## src/rtl/stim_step_sequencer.sv

```systemverilog
// Purpose : plays back a table of (time stamp, 4-bit vector) steps onto i1..i4 against a prescaled timer.
// Latency : start at edge E0 -> busy after E0; step p with time T fires at E0+1+T*TICK_DIV (plus pause cycles).
// Flow    : no backpressure; pause freezes the time base, cfg writes are dropped while running.
// Ports   : clk/reset (sync, active-high); cfg_we/cfg_addr/cfg_time/cfg_vec table write port;
//           step_count/start/pause playback control; i1..i4, step_idx, step_strobe, busy, done outputs.
module stim_step_sequencer #(
  parameter int NUM_STEPS = 13,
  parameter int IDX_W     = 4,
  parameter int TIME_W    = 16,
  parameter int TICK_DIV  = 1
) (
  input  logic              clk,
  input  logic              reset,
  input  logic              cfg_we,
  input  logic [IDX_W-1:0]  cfg_addr,
  input  logic [TIME_W-1:0] cfg_time,
  input  logic [3:0]        cfg_vec,
  input  logic [IDX_W:0]    step_count,
  input  logic              start,
  input  logic              pause,
  output logic              i1,
  output logic              i2,
  output logic              i3,
  output logic              i4,
  output logic [IDX_W-1:0]  step_idx,
  output logic              step_strobe,
  output logic              busy,
  output logic              done
);

  localparam logic [1:0] S_IDLE = 2'd0;
  localparam logic [1:0] S_RUN  = 2'd1;
  localparam logic [1:0] S_DONE = 2'd2;

  localparam int              PRE_W   = (TICK_DIV > 1) ? $clog2(TICK_DIV) : 1;
  localparam logic [PRE_W-1:0] PRE_MAX = PRE_W'(TICK_DIV - 1);
  localparam logic [IDX_W:0]  LEN_MAX = (IDX_W+1)'(NUM_STEPS);

  logic [TIME_W-1:0] tbl_time_q [NUM_STEPS];
  logic [3:0]        tbl_vec_q  [NUM_STEPS];

  logic [1:0]        state_q,    state_d;
  logic [IDX_W:0]    len_q,      len_d;
  logic [IDX_W-1:0]  ptr_q,      ptr_d;
  logic [TIME_W-1:0] timer_q,    timer_d;
  logic [PRE_W-1:0]  pre_q,      pre_d;
  logic [3:0]        vec_q,      vec_d;
  logic [IDX_W-1:0]  step_idx_q, step_idx_d;
  logic              strobe_q,   strobe_d;

  logic cfg_ok;
  // Writes only land while not playing back and only for in-range entries.
  assign cfg_ok = cfg_we && (state_q != S_RUN) &&
                  ({1'b0, cfg_addr} < LEN_MAX);

  always_ff @(posedge clk) begin
    if (reset) begin
      for (int i = 0; i < NUM_STEPS; i++) begin
        tbl_time_q[i] <= '0;
        tbl_vec_q[i]  <= '0;
      end
    end else if (cfg_ok) begin
      tbl_time_q[cfg_addr] <= cfg_time;
      tbl_vec_q[cfg_addr]  <= cfg_vec;
    end
  end

  always_comb begin
    state_d    = state_q;
    len_d      = len_q;
    ptr_d      = ptr_q;
    timer_d    = timer_q;
    pre_d      = pre_q;
    vec_d      = vec_q;
    step_idx_d = step_idx_q;
    strobe_d   = 1'b0;
    case (state_q)
      S_IDLE, S_DONE: begin
        // A zero-length start is dropped; outputs keep their last vector.
        if (start && (step_count != '0)) begin
          state_d = S_RUN;
          len_d   = (step_count > LEN_MAX) ? LEN_MAX : step_count;
          ptr_d   = '0;
          timer_d = '0;
          pre_d   = '0;
        end
      end
      S_RUN: begin
        if (!pause) begin
          if (pre_q == PRE_MAX) begin
            pre_d = '0;
            if (timer_q != '1) timer_d = timer_q + TIME_W'(1);
          end else begin
            pre_d = pre_q + PRE_W'(1);
          end
          // Due steps fire one per cycle, so equal or earlier stamps drain back-to-back.
          if (tbl_time_q[ptr_q] <= timer_q) begin
            vec_d      = tbl_vec_q[ptr_q];
            step_idx_d = ptr_q;
            strobe_d   = 1'b1;
            ptr_d      = ptr_q + IDX_W'(1);
            if ({1'b0, ptr_q} == (len_q - (IDX_W+1)'(1))) state_d = S_DONE;
          end
        end
      end
      default: state_d = S_IDLE;
    endcase
  end

  always_ff @(posedge clk) begin
    if (reset) begin
      state_q    <= S_IDLE;
      len_q      <= '0;
      ptr_q      <= '0;
      timer_q    <= '0;
      pre_q      <= '0;
      vec_q      <= '0;
      step_idx_q <= '0;
      strobe_q   <= 1'b0;
    end else begin
      state_q    <= state_d;
      len_q      <= len_d;
      ptr_q      <= ptr_d;
      timer_q    <= timer_d;
      pre_q      <= pre_d;
      vec_q      <= vec_d;
      step_idx_q <= step_idx_d;
      strobe_q   <= strobe_d;
    end
  end

  assign {i4, i3, i2, i1} = vec_q;
  assign step_idx         = step_idx_q;
  assign step_strobe      = strobe_q;
  assign busy             = (state_q == S_RUN);
  assign done             = (state_q == S_DONE);

endmodule

```

## config.mk

```make
export PLATFORM = sky130hd
export DESIGN_NAME = stim_step_sequencer
export DESIGN_NICKNAME = d
export VERILOG_FILES = /design/src/rtl/stim_step_sequencer.sv
export SDC_FILE = /design/constraint.sdc
export NUM_CORES = 1
export LEC_CHECK = 0
export CAP_MARGIN = 0
export CORE_MARGIN = 10
export CORE_UTILIZATION = 35
export CTS_BUF_LIST = sky130_fd_sc_hd__clkbuf_2
export CTS_CLUSTER_DIAMETER = 200
export DETAILED_ROUTE_END_ITERATION = 6
export SLEW_MARGIN = 20
export SYNTH_ARGS = -nofsm -noshare
export SYNTH_HDL_FRONTEND = slang
export SYNTH_SLANG_ARGS = --single-unit
export TNS_END_PERCENT = 20
```

## constraint.sdc

```tcl
create_clock -name clk -period 9.9 [get_ports clk]
set_input_delay 1.98 -clock clk [delete_from_list [all_inputs] [get_ports clk]]
set_output_delay 1.98 -clock clk [all_outputs]
set_load 0.02 [all_outputs]
```

Word-level counts from Yosys, hierarchy flattened. Memory sizes are Yosys's and may differ from the RTL's. A register that Yosys moved wholly into a read port is not among the register bits. Index checks and enable logic that the tools add are counted.

Word-level logic and storage cells: 78. Memory bits (writable): 260. Output and inout port bits: 11. Register bits after elaboration: 33. Memories: 2.

Equality and inequality tests: 11. Bitwise logic cells: 2. Reductions and logical operators: 16. Mux-type cells: 33. Magnitude comparators: 3. Add/subtract/negate cells: 4.

Memories: tbl_time_q (depth 13, bits a word 16, read ports 1, clocked after memory_dff 1, write ports 13, RTL line 39) `logic [TIME_W-1:0] tbl_time_q [NUM_STEPS];`; tbl_vec_q (depth 13, bits a word 4, read ports 1, clocked after memory_dff 1, write ports 13, RTL line 40) `logic [3:0] tbl_vec_q [NUM_STEPS];`.

Operators with widths (count): 2-to-1 mux 16 bit (5); 2-to-1 mux 4 bit (8); one-hot mux 16 bit (2 select lines) (1); adder 16 x 1 -> 16 bit, second input constant (1); <= comparator 16 bit (1); inequality test 16 bit, second input constant (1); OR reduction 16 bit (1); 2-to-1 mux 1 bit (11); 2-to-1 mux 2 bit (4); inequality test 2 x 1 -> 1 bit, second input constant (4); one-hot mux 4 bit (2 select lines) (1); AND reduction 4 bit (2); inequality test 2 bit, second input constant (3); AND reduction 3 bit (2); equality test 4 x 5 -> 1 bit (1); > comparator 5 x 4 -> 1 bit, second input constant (1); 2-to-1 mux 5 bit (1); AND reduction 5 bit (1); nonzero test 5 bit (1); subtractor 5 x 1 -> 5 bit, second input constant (1); adder 4 x 1 -> 4 bit, second input constant (1); < comparator 4 bit, second input constant (1); one-hot mux 2 bit (2 select lines) (1); OR reduction 4 bit (1); other kinds (11) (14).

Depth between registers and ports, before layout.
Depth after elaboration: 8. Gate-level depth with buffers: 12. Mapped depth without buffers: 10.

Worst setup path after synthesis. No wires, ideal clock.

Path type: input to register. Start: input reset. End: memory tbl_time_q[6][0], enable pin. Slack: 5.417 ns. Data required time: 9.475 ns. Arrival time: 4.058 ns. Library setup time: 0.425 ns. Stages: 6. Cell sequence: clkbuf_1 > inv_1 > nand3_1 > nor2_1 > nand2_1 > o21ai_0.

RTL lines: from (decl) (RTL line 13) `input logic reset,`; to (decl) (RTL line 39).

==> flow_summary_export.csv <==
group,metric,value,unit
yosys,netlist_instances,1056,
detailed_routing,vias,9092,
min_path,hold_path_class,"reg -> reg",
critical_path,end_kind,"flop",
critical_path,worstPathRequired,10.74,ns
pwr,intPower,2.189,mW
clocking,clock-sinks,360,
clocking,root_buffer,"clkbuf_2",
yosys,synth.cell_area,0.01624,mm²
yosys,synth-compound-area-share,0.03390,
critical_path,cp_top_family,"compound AO/OA/AOI/OAI gates",
pwr,leakage,6.555,nW
final_layout,drive_gt1_frac,0.2388,
floorplan,io_pins,45,
sta,layout_setup_ws,4.848,ns
clocking,cts_tree,"done",
yosys,synth.avg_cell_area,15.38,µm²
floorplan,rows,78,
clocking,clk_path_buf_depth,3,
final_layout,final_nets,1241,
yosys,synth-adder-area-share,0.01464,
global_route,grt_pass1_vias,9648,
floorplan,dieArea,0.05542,mm²
placement,place_ws,4.438,ns
sta,max_freq,197.9,MHz
placement,dp.cells,1695,
pwr,power.share.clock,0.344,
global_route,grt_max_degree,34,
critical_path,path_buf_inv,1,
clocking,ctsHtreeMaxLevel,3,
clocking,numCtsBuffers,91,
pwr,p_per_area,158.6,mW/mm²
sta,rsz0062_at_grt,"no",
detailed_routing,drt_iter0_drc,578,
clocking,path_clk_slew,0.10,ns
yosys,ys_async_sr_fraction,0,
yosys,yosys-top-cells-area,"edfxtp_1 59%, mux4_2 14%, and2_1 10%, dfxtp_1 4.9%, ha_1 1.5%",
global_route,grt_usage,0.1393,
clocking,cts_hold_buf,0,
sta,holdWs,0.4834,ns
placement,gp_congestion,0.7606,
yosys,synth_top_area_cell,"edfxtp_1",
sta,tns,0,ns
critical_path,worstPathArrival,5.89,ns
final_layout,fill_cells,4248,
critical_path,critPathMaxStageDelay,0.85,ns
yosys,synthSimpleGateAreaFrac,0.1352,
critical_path,crit_path_frequent_cell,"mux4_2",
sta,worstMarginPinSlew,1.091,ns
detailed_routing,wl,38640,µm
critical_path,cp_slowest_cell,"dfxtp_4",
global_route,grt_first_pass_wirelength,59250,µm
sta,relSlewSlack,0.2717,
detailed_routing,wl_per_cell,20.90,µm
yosys,synth_edf_count,320,
placement,port_buffers,44,
yosys,ys_types,52,
yosys,synth_seq_area_share,0.6409,
pwr,p_switching,0.7257,mW
yosys,synth_top_area_frac,0.5916,
global_route,antenna_found_initial,5,
critical_path,crit_path_start_kind,"flop",
yosys,synth_mux_area_frac,0.1393,
clocking,post_cts_buffers,0,
final_layout,syn_to_final_growth,13.11,%
floorplan,die_w,235.4,µm
run,drv_cap,0,
pwr,pwr-share-comb,0.061,
sta,setup_violations,0,
global_route,overflow,0,
run_status,status,"complete, no violations",
detailed_routing,drcViolationCount,0,
clocking,ctsResizeCount,0,
detailed_routing,first_pass_iters,6,
detailed_routing,ant_nets,0,
yosys,synth_top_family_by_area,"multiplexers",
critical_path,crit_type,"reg -> reg",
placement,dpl.hpwl,23420,µm
sta,skew,0.05840,ns
sta,drv_slew,0,
final_layout,multiInputGateArea,0.005736,mm²
pwr,switching_share,0.2490,
final_layout,fin_cells,1849,
floorplan,die_y,235.4,µm
pwr,sequentialPowerShare,0.595,
critical_path,critPathMaxFanout,33,
sta,period_needed,5.052,ns
sta,period_share,0.5103,
clocking,clock_latency,1.00,ns
yosys,ys.flop_type,"edfxtp_1",
sta,finalHoldViolCount,0,
floorplan,initial_core_util,0.3556,
yosys,yosysWarnings,0,
yosys,ys_seq_elements,360,
final_layout,regArea,0.01042,mm²
critical_path,cp_cell_sequence,"buf_4 > mux4_2 > mux4_2 > ha_1 > nand4_2 > nor4_2 > o21ai_1 > a31oi_2 > a21oi_1 > a2111oi_0",
pwr,vdd_drop_max,0.06133,mV
detailed_routing,viasPerCell,4.917,
floorplan,fp.coreArea,0.04567,mm²
yosys,synth_xor_area_frac,0.009706,
-- cells in the mapped netlist, types with 3 or more instances --
master and number:
o2111ai_1 5, or2_1 3, nor3_1 9, inv_1 22, clkbuf_1 59, dfxtp_1 40
nor2b_1 3, and2_1 264, nand4_1 3, o21ai_0 13, and3_1 3, xnor2_1 16
buf_2 21, nor2_1 31, edfxtp_1 320, nand2_1 15, or2_2 3, buf_1 3
mux4_2 100, ha_1 19, nand2b_1 3, or3_1 3, a21oi_1 23, o21ai_1 14
a31oi_1 6, nand3_1 16, o211ai_1 7
-- sequential cells by signal, summed over array words and instances (netlist names), named ones only --
name and count:
step_idx 4, len_q 5, vec_q 4, state_q 2
tbl_time_q 256, timer_q 16, step_strobe 1, tbl_vec_q 64
ptr_q 4
-- path summary, 6_finish.rpt --
check            from          to  slack [ns]  cells past startpoint
max reg2reg      flop  state_q[0]        4.85                     10
max              flop  state_q[0]        4.85                     10
min reg2reg  len_q[1]    len_q[1]        0.48                      2
min          len_q[1]    len_q[1]        0.48                      2
-- layout by cell type, fill, tap and decap left out, types with 7 or more instances in the layout --
cell               n
inv_1             22
clkinv_1          12
edfxtp_1         320
conb_1            60
mux4_2           100
o211ai_1           7
clkdlybuf4s50_1   44
clkbuf_2         134
nand3_1           16
xnor2_1           16
and2_1           264
a21oi_1           23
dfxtp_1           37
o21ai_1           11
buf_4             19
nor2_1            23
ha_1              19
o21ai_0            7
nand2_1           15
-- worst min-delay path: stages, from the launching register on --
cell     delay [ns]
dfxtp_1        0.33
nand2_1        0.06
a21oi_1        0.05
-- per-stage QoR --
stage	cell area, µm²	power [mW]	util
2_1_floorplan	16460	1.869	-
3_3_place_gp	17560	1.946	0.3844
3_5_place_dp	17560	1.950	0.3845
4_1_cts	18360	2.959	0.4019
5_1_grt	18370	3.050	0.4022
6_report	18370	2.915	0.4022
-- logic make-up after synthesis --
group / Yosys count
AND/OR/NAND/NOR: 367
flip-flops: 360
buffers and inverters: 106
multiplexers: 101
AO/OA/AOI/OAI: 84
adder cells (fa/ha/maj): 19
XOR/XNOR: 18
other: 1
-- cell type report --
type	count	share of cell area
diodes	1	0.0001362
multi-input cells	649	0.3122
flip-flops and latches	360	0.5670
inverters	23	0.004699
repair buffers	63	0.03174
well taps	600	0.04086
clock buffers	134	0.03650
clock inverters	19	0.006879
-- layer usage --
metal | global-route usage | vias up | share of wire
li1 | - | 4212 | -
met1 | 0.1707 | 4513 | 0.41
met2 | 0.2291 | 292 | 0.49
met3 | 0.03777 | 71 | 0.075
met4 | 0.05578 | 4 | 0.022
met5 | 0 | - | 0.00070
-- power groups by stage --
stage	Clock [mW]	Combinational [mW]	Sequential, mW
CTS	1.04	0.181	1.74
floorplan	0	0.109	1.76
finish	1.00	0.179	1.73
global placement	0	0.179	1.77
detailed placement	0	0.181	1.77
global route	1.11	0.194	1.74
No activity file was read; power rests on OpenSTA's default activity.
